**src/rtl/generic_fifo_rd_pkg.sv**
```systemverilog
// Shared types and default sizing for the generic FIFO read-stream engine.
// The parameter defaults match the a20/d1024 envelope with a single-cycle RAM read.
package generic_fifo_rd_pkg;

    localparam int unsigned DefDatWidth   = 20;
    localparam int unsigned DefRdLat      = 1;
    localparam int unsigned DefObufDepth  = 2;
    localparam int unsigned DefCntWidth   = 16;

    typedef enum logic [1:0] {
        StIdle  = 2'd0,
        StRun   = 2'd1,
        StFlush = 2'd2
    } rd_state_e;

    // Bits needed to hold the values 0..n inclusive.
    function automatic int unsigned cnt_bits(input int unsigned n);
        return $clog2(n + 1);
    endfunction

endpackage

```
**src/rtl/generic_fifo_rd_obuf.sv**
```systemverilog
// Small synchronous output buffer that absorbs the RAM returns.
// The head entry is read straight from the storage registers, so it is stable until popped.
module generic_fifo_rd_obuf
    import generic_fifo_rd_pkg::*;
#(
    parameter int unsigned DatWidth = DefDatWidth,
    parameter int unsigned Depth    = DefObufDepth,
    localparam int unsigned CntW    = cnt_bits(Depth),
    localparam int unsigned PtrW    = (Depth > 1) ? $clog2(Depth) : 1
) (
    input  logic                clk,
    input  logic                reset,
    input  logic                clr_i,
    input  logic                push_i,
    input  logic [DatWidth-1:0] push_data_i,
    input  logic                pop_i,
    output logic [CntW-1:0]     cnt_o,
    output logic [DatWidth-1:0] head_o,
    output logic                ovf_o
);

    logic [DatWidth-1:0] mem_q [Depth];
    logic [PtrW-1:0]     wr_ptr_q, wr_ptr_d;
    logic [PtrW-1:0]     rd_ptr_q, rd_ptr_d;
    logic [CntW-1:0]     cnt_q, cnt_d;
    logic                full;
    logic                do_push;
    logic                do_pop;

    function automatic logic [PtrW-1:0] ptr_inc(input logic [PtrW-1:0] p);
        return (p == PtrW'(Depth - 1)) ? '0 : p + PtrW'(1);
    endfunction

    always_comb begin
        full     = (cnt_q == CntW'(Depth));
        do_pop   = pop_i && (cnt_q != '0);
        // A push into a full buffer is fine when the head leaves on the same edge.
        do_push  = push_i && (!full || do_pop);
        ovf_o    = push_i && full && !do_pop && !clr_i;
        wr_ptr_d = wr_ptr_q;
        rd_ptr_d = rd_ptr_q;
        cnt_d    = cnt_q;
        if (clr_i) begin
            wr_ptr_d = '0;
            rd_ptr_d = '0;
            cnt_d    = '0;
        end else begin
            if (do_push) begin
                wr_ptr_d = ptr_inc(wr_ptr_q);
            end
            if (do_pop) begin
                rd_ptr_d = ptr_inc(rd_ptr_q);
            end
            if (do_push && !do_pop) begin
                cnt_d = cnt_q + CntW'(1);
            end else if (!do_push && do_pop) begin
                cnt_d = cnt_q - CntW'(1);
            end
        end
    end

    always_ff @(posedge clk) begin
        if (reset) begin
            wr_ptr_q <= '0;
            rd_ptr_q <= '0;
            cnt_q    <= '0;
            for (int unsigned i = 0; i < Depth; i++) begin
                mem_q[i] <= '0;
            end
        end else begin
            wr_ptr_q <= wr_ptr_d;
            rd_ptr_q <= rd_ptr_d;
            cnt_q    <= cnt_d;
            if (do_push && !clr_i) begin
                mem_q[wr_ptr_q] <= push_data_i;
            end
        end
    end

    assign cnt_o  = cnt_q;
    assign head_o = mem_q[rd_ptr_q];

endmodule

```
**src/rtl/generic_fifo_rd_stream.sv**
```systemverilog
// Read-side engine for the generic single-clock FIFO: pops against `empty`, tracks RAM
// returns in flight and presents the words as a valid/ready stream with flush and status.
module generic_fifo_rd_stream
    import generic_fifo_rd_pkg::*;
#(
    parameter int unsigned DAT_WIDTH  = DefDatWidth,
    parameter int unsigned RD_LAT     = DefRdLat,
    parameter int unsigned OBUF_DEPTH = DefObufDepth,
    parameter int unsigned CNT_WIDTH  = DefCntWidth
) (
    input  logic                 clk,
    input  logic                 reset,
    input  logic                 en,
    input  logic                 flush,
    input  logic                 fifo_empty,
    output logic                 fifo_rd_op,
    input  logic [DAT_WIDTH-1:0] fifo_rd_data,
    input  logic                 fifo_rd_empty_err,
    output logic                 m_valid,
    input  logic                 m_ready,
    output logic [DAT_WIDTH-1:0] m_data,
    output logic                 flush_busy,
    output logic                 rd_err,
    output logic [CNT_WIDTH-1:0] pop_cnt
);

    localparam int unsigned IfW    = cnt_bits(RD_LAT);
    localparam int unsigned ObCntW = cnt_bits(OBUF_DEPTH);
    localparam int unsigned OccW   = cnt_bits(RD_LAT + OBUF_DEPTH);

    if (RD_LAT < 1 || RD_LAT > 3) begin : g_bad_rd_lat
        $error("generic_fifo_rd_stream: RD_LAT must be 1..3");
    end
    if (OBUF_DEPTH < RD_LAT + 1) begin : g_bad_obuf_depth
        $error("generic_fifo_rd_stream: OBUF_DEPTH must be at least RD_LAT+1");
    end

    rd_state_e            state_q, state_d;
    logic                 flush_busy_q;
    logic [RD_LAT-1:0]    vld_q, vld_d;
    logic [RD_LAT:0]      vld_ext;
    logic [IfW-1:0]       inflight;
    logic [ObCntW-1:0]    obuf_cnt;
    logic [OccW-1:0]      occ;
    logic                 xfer;
    logic                 ret_vld;
    logic                 capture;
    logic                 obuf_clr;
    logic                 obuf_ovf;
    logic                 rd_err_q;
    logic [CNT_WIDTH-1:0] pop_cnt_q;

    always_comb begin
        inflight = '0;
        for (int unsigned i = 0; i < RD_LAT; i++) begin
            inflight = inflight + IfW'(vld_q[i]);
        end
    end

    assign m_valid = (obuf_cnt != '0);
    assign xfer    = m_valid && m_ready;

    // Credit check counts the word leaving this cycle, so m_ready feeds the pop directly.
    assign occ        = OccW'(inflight) + OccW'(obuf_cnt) - OccW'(xfer);
    assign fifo_rd_op = (state_q == StRun) && en && !fifo_empty && !flush
                        && (occ < OccW'(OBUF_DEPTH));

    assign vld_ext  = {vld_q, fifo_rd_op};
    assign vld_d    = vld_ext[RD_LAT-1:0];
    assign ret_vld  = vld_q[RD_LAT-1];
    assign obuf_clr = flush && (state_q != StFlush);
    assign capture  = ret_vld && (state_q != StFlush) && !obuf_clr;

    always_comb begin
        state_d = state_q;
        unique case (state_q)
            StIdle: begin
                if (flush) begin
                    state_d = StFlush;
                end else if (en) begin
                    state_d = StRun;
                end
            end
            StRun: begin
                if (flush) begin
                    state_d = StFlush;
                end else if (!en && (inflight == '0)) begin
                    state_d = StIdle;
                end
            end
            StFlush: begin
                if (inflight == '0) begin
                    state_d = StIdle;
                end
            end
            default: state_d = StIdle;
        endcase
    end

    always_ff @(posedge clk) begin
        if (reset) begin
            state_q      <= StIdle;
            flush_busy_q <= 1'b0;
            vld_q        <= '0;
        end else begin
            state_q      <= state_d;
            flush_busy_q <= (state_d == StFlush);
            vld_q        <= vld_d;
        end
    end

    always_ff @(posedge clk) begin
        if (reset) begin
            rd_err_q  <= 1'b0;
            pop_cnt_q <= '0;
        end else begin
            rd_err_q <= rd_err_q || fifo_rd_empty_err || obuf_ovf;
            if (xfer) begin
                pop_cnt_q <= pop_cnt_q + CNT_WIDTH'(1);
            end
        end
    end

    // The pop credit makes a full-buffer capture unreachable; catch it loudly if it happens.
    always_ff @(posedge clk) begin
        if (!reset) begin
            assert (!obuf_ovf);
        end
    end

    generic_fifo_rd_obuf #(
        .DatWidth (DAT_WIDTH),
        .Depth    (OBUF_DEPTH)
    ) u_obuf (
        .clk         (clk),
        .reset       (reset),
        .clr_i       (obuf_clr),
        .push_i      (capture),
        .push_data_i (fifo_rd_data),
        .pop_i       (xfer),
        .cnt_o       (obuf_cnt),
        .head_o      (m_data),
        .ovf_o       (obuf_ovf)
    );

    assign flush_busy = flush_busy_q;
    assign rd_err     = rd_err_q;
    assign pop_cnt    = pop_cnt_q;

endmodule

```
**config.mk**
```make
export PLATFORM = sky130hd
export DESIGN_NAME = generic_fifo_rd_stream
export DESIGN_NICKNAME = d
export VERILOG_FILES = /design/src/rtl/generic_fifo_rd_pkg.sv /design/src/rtl/generic_fifo_rd_obuf.sv /design/src/rtl/generic_fifo_rd_stream.sv
export SDC_FILE = /design/constraint.sdc
export NUM_CORES = 1
export LEC_CHECK = 0
export CAP_MARGIN = 20
export CORE_MARGIN = 4
export CORE_UTILIZATION = 45
export CTS_BUF_LIST = sky130_fd_sc_hd__clkbuf_8 sky130_fd_sc_hd__clkbuf_16
export DETAILED_ROUTE_END_ITERATION = 12
export PLACE_DENSITY = 0.72
export REMOVE_ABC_BUFFERS = 1
export SLEW_MARGIN = 20
export SYNTH_ARGS = -nofsm -noshare
export SYNTH_HDL_FRONTEND = slang
export SYNTH_SLANG_ARGS = --single-unit
```
**constraint.sdc**
```tcl
create_clock -name clk -period 4.8 [get_ports clk]
set_input_delay 0.96 -clock clk [delete_from_list [all_inputs] [get_ports clk]]
set_output_delay 0.96 -clock clk [all_outputs]
set_load 0.05 [all_outputs]
```
# Yosys cells after proc, flatten, opt, wreduce, memory -nomap -nowiden
# Memory sizes are Yosys's and may differ from the RTL's. A register that Yosys moved wholly into a read port is not among the register bits.
# Index checks and enable logic that the tools add are counted.
# op_classes
n_eq_ne	5
mux	20
magnitude_cmp	1
reduce_logical	32
bitwise	1
add_sub_neg	7
# op_table
operator	n
20-bit two-way mux	1
20-bit OR reduction	1
1-bit logical AND	17
16-bit by 1-bit adder with 16-bit output (second input constant)	1
2-bit two-way mux	7
1-bit two-way mux	11
1-bit logical NOT	7
2-bit equality test (second input constant)	3
2-bit case mux with 3 select lines	1
2-bit nonzero test	2
1-bit logical OR	3
1-bit adder (second input constant)	2
1-bit by 2-bit adder with 2-bit output	1
2-bit by 1-bit adder with 2-bit output (second input constant)	1
2-bit by 1-bit equality test with 1-bit output (second input constant)	1
2-bit logical NOT	1
2-bit < comparator (second input constant)	1
2-bit inequality test (second input constant)	1
2-bit OR reduction	1
2-bit by 1-bit subtractor with 2-bit output	1
2-bit by 1-bit subtractor with 2-bit output (second input constant)	1
1-bit inverter	1
# word_totals
ramBits	40
memories	1
reg_bits	25
elab_cells	75
inputBits	27
output_inout_bits	40
# mem_list
name	depth	width	rd	rd_ports_with_merged_regs	write_ports	line_no	text
u_obuf.mem_q	2	20	1	1	2	generic_fifo_rd_obuf.sv:22	logic [DatWidth-1:0] mem_q [Depth];

# Depth between registers and ports, before layout
# logic_depth
word_depth	11
depth_mapped	9
mapped_depth_nobuf	8

# By module
# From an unflattened synthesis, not the netlist that was laid out.
# unflattened
cells_unflattened	244
area_unflattened_um2	2960.3
# modules_own_cells
mod	area_each_um2	n_inst	cells_each	seq_area_each_um2
generic_fifo_rd_obuf	1989.4	1	132	1301.2
generic_fifo_rd_stream	970.9	1	112	420.4

# Worst setup path after synthesis
# Ideal clock, no wire load.
# synth_path
kind	input to output
from	in m_ready
to	out fifo_rd_op
path_stages	6
required_time_ps	3840
slack_ps	645
arrival_time_ps	3195
n_path_buf	0
path_cell_list	nand2_1 -> inv_1 -> ha_1 -> nor2b_1 -> xnor2_1 -> nor4_1
# synth_via
elab_chain_cells	4
# synth_rtl
item	line_no	text
from (decl)	generic_fifo_rd_stream.sv:20	input logic m_ready,
1-bit logical AND	generic_fifo_rd_stream.sv:61	assign xfer = m_valid && m_ready;
2-bit by 1-bit subtractor with 2-bit output	generic_fifo_rd_stream.sv:64	assign occ = OccW'(inflight) + OccW'(obuf_cnt) - OccW'(xfer);
2-bit < comparator	generic_fifo_rd_stream.sv:66	&& (occ < OccW'(OBUF_DEPTH));
1-bit logical AND	generic_fifo_rd_stream.sv:66	
to (decl)	generic_fifo_rd_stream.sv:16	output logic fifo_rd_op,
# Every way passes these cells.

# Worst setup path after layout
# Ends and elaborated chain as after synthesis.

==> summary.md <==
| Metric | Value |
|---|---|
| Final ANT Viol Nets | `0` |
| Final Max Tran Viols | `0` |
| Area contributors post-synth | `edfxtp_1, dfxtp_1, mux2_2, and2_1, xor2_1` |
| Cells after synthesis | `243` |
| Core footprint | `approximately 6300 µm²` |
| CP Capture Type | `primary output` |
| Metal3 WL | `365 µm` |
| Arrival @ worst endpoint | `3420 ps` |
| Post-CTS setup buffers | `0` |
| LEAKAGE | `approximately 1.4 nW` |
| 1st-iter DRT viols | `52` |
| Wl on met1 | `between 2 and 2.5 mm` |
| Tmin final | `around 4400 ps` |
| Reg power frac | `0.550` |
| Fmax | `~230 MHz` |
| Ys async rst share | `0` |
| Vias in the first global route | `between 1500 and 2000` |
| Combinational share of power | `0.079` |
| Relative slew slack | `0.387` |
| Worst-margin pin slew | `around 920 ps` |
| Peak supply drop | `between 0.15 and 0.2 mV` |
| Synth Flop Type | `edfxtp_1` |
| Clock Latency Late Sink | `between 300 and 400 ps` |
| Die H | `around 89 µm` |
| Total Routing Usage GR | `0.146` |
| Hold_buf cts | `0` |
| Routed wire length | `~5.3 mm` |
| Area of the die | `about 7900 µm²` |
| Synth warnings | `0` |
| Most frequent cells after synthesis | `and2_1, edfxtp_1, dfxtp_1, mux2_2, nor2_1` |
| Critical-path top delay cell | `clkdlybuf4s50_1` |
| Final setup fails | `0` |
| Sw frac | `0.214` |
| Worst Setup Slack, final | `approximately 420 ps` |
| CTS tree | `done` |
| Synth Cell Area | `2930 µm²` |
| CP Cell Sequence | `clkdlybuf4s50_1, nand2_1, inv_1, ha_1, nor2b_1, xnor2_1, nor4_1, clkdlybuf4s50_1` |
| RSZ-0062 raised after global routing | `false` |
| Die X | `around 90 µm` |
| Final setup TNS | `0 ps` |
| Avg WL per Cell | `13.5 µm` |
| Reg-to-Reg Start | `u_obuf.cnt_o[0]` |
| Min-delay worst type | `register to register` |
| Final Skew | `4.83 ps` |
| Max-cap violations | `0` |
| Family with the most delay on the worst path | `buffers and inverters` |
| Clock network fraction of total power | `0.371` |
| Yosys cell types | `37` |
| Post-Place Setup Slack | `about 400 ps` |
| Syn_area_per_cell | `~12 µm²` |
| Clock Path Buffers | `2` |
| Yosys reg bits | `66` |
| Top-count cell post-synth | `and2_1` |
| Root Driver | `clkbuf_8` |
| Drt drc | `0` |
| Met2 WL | `roughly 2.5 mm` |
| Antenna cell count | `0` |
| Sw power | `~0.24 mW` |
| Top-area cell type share of the netlist area | `0.410` |
| Final Wtd Congestion | `0.750` |
| Worst Path Class, Setup | `input pin to primary output` |
| Hold path start | `rd_err` |
| Start point of the critical path | `m_ready` |
| Post-synth EDFFs | `40` |
| Post-DP Area | `3670 µm²` |
| Final instance area | `just under 4000 µm²` |
| Buffers added on ports | `66` |
| Filler instances | `around 550` |
| Largest net degree at the start of global routing | `31` |
| # clock sinks | `66` |
| Initial DRT Pass Iterations | `4` |
| Outcome | `finished, final reports clean` |
| Critical Path Source Type | `input pin` |
| Internal power | `between 0.8 and 0.9 mW` |
| Site row count | `29` |
| Area growth from synthesis to layout | `31.5%` |
| Gr ovfl total | `0` |
| WP buf/inv | `3` |
| Post-DP HPWL | `3.56 mm` |
| Worst-path clk slew | `approximately 60 ps` |
| Fin nets | `344` |
| Max incr delay on CP | `860 ps` |
| Hold Violations, Final | `0` |
| First-pass GRT wire length | `roughly 8.7 mm` |
| Pwr dens | `between 200 and 300 nW/µm²` |
| Cts bufs inserted | `9` |
| Top Metal Used | `met4` |
| Required time of the worst setup path | `between 3000 and 4000 ps` |
| Via-per-instance ratio | `a little under 5` |
| Crit-path max FO | `5` |
| Tcrit/Tclk final | `0.912` |
| Via count | `1942` |
| Total power draw | `roughly 1.1 mW` |
| Proportion of layout cells with a drive suffix above 1 | `0.145` |
| Initial Utilization | `0.461` |
| Biggest area consumer among synthesized cells | `edfxtp_1` |
| Post-cts resize count | `0` |
| H-tree levels | `3` |
| Ports | `67` |
| Most frequent CP cell | `clkdlybuf4s50_1` |
| Antenna violations before repair | `0` |
| Sequential-to-total area share from yosys stat | `0.588` |
[area by class of cell]
type                       instances  area, µm²  area share
inverter                           6       22.5     0.00585
tap                               77       96.3      0.0250
clock buffer                       9        124      0.0322
clock inverter                     6       50.0      0.0130
sequential                        66       1720       0.447
multi-input combinational        161       1140       0.297
timing repair buffer              70        691       0.180
[logic make-up (layout without fill, tap and decap cells)]
logic type | Yosys count | count (layout) | share of synthesized area
AO/OA/AOI/OAI | 16 | 16 | 0.0346
multiplexers | 23 | 23 | 0.0885
buffers and inverters | 16 | 91 | 0.0227
AND/OR/NAND/NOR | 104 | 104 | 0.208
adder cells (fa/ha/maj) | 3 | 3 | 0.0128
flip-flops | 66 | 66 | 0.588
XOR/XNOR | 15 | 15 | 0.0449
[final timing paths]
check | end | slack [ps] | depth (start not counted)
max | fifo_rd_op | 420 | 8
min | rd_err | 480 | 2
max reg2reg | u_obuf.mem_q[1][7] | 2450 | 4
min reg2reg | rd_err | 480 | 2
[power groups by stage]
stage | Combinational (mW) | Sequential (mW) | Clock [mW]
after detailed placement | 0.0895 | 0.628 | 0
after global placement | 0.0889 | 0.628 | 0
after global routing | 0.0944 | 0.617 | 0.454
after CTS | 0.0900 | 0.616 | 0.430
after floorplan | 0.0396 | 0.631 | 0
final | 0.0885 | 0.616 | 0.416
[layer usage]
layer,vias to the layer above,GRT usage
met3,4,0.0456
met4,0,0.0659
met1,901,0.175
met2,49,0.239
met5,-,0
li1,988,-
[placed cells by master (no fill, tap or decap), types with 4 or more instances in the layout]
cell              n
clkdlybuf4s50_1  66
and2_1           41
edfxtp_1         40
dfxtp_1          26
mux2_2           23
nor2_1           18
nand2_1           9
clkbuf_8          9
nor2b_1           8
xor2_1            8
inv_1             7
xnor2_1           7
a21oi_1           6
nand4_1           4
nor3_1            4
buf_4             4
[registers in the layout, indices dropped and copies added, names as in the netlist, named ones only]
| register | flops |
|---|---|
| flush_busy | 1 |
| pop_cnt | 16 |
| rd_err | 1 |
| ret_vld | 1 |
| state_q | 2 |
| u_obuf.cnt_o | 2 |
| u_obuf.mem_q | 40 |
| u_obuf.rd_ptr_q | 1 |
| u_obuf.wr_ptr_q | 1 |
[metrics by stage]
stage / instances / hold WS (ps) / utilization
4_1_cts: 395 / 494 / 0.606
5_1_grt: 395 / 529 / 0.606
3_3_place_gp: 380 / 460 / 0.579
2_1_floorplan: 233 / 481 / -
6_report: 395 / 481 / 0.606
3_5_place_dp: 380 / 478 / 0.579
[tightest hold or removal path, delay by kind of cell (launching register included)]
kind	cells	cell delay, ps
flops	1	330
simple gates	2	120
Note: power is estimated with default switching activity, not from simulation.
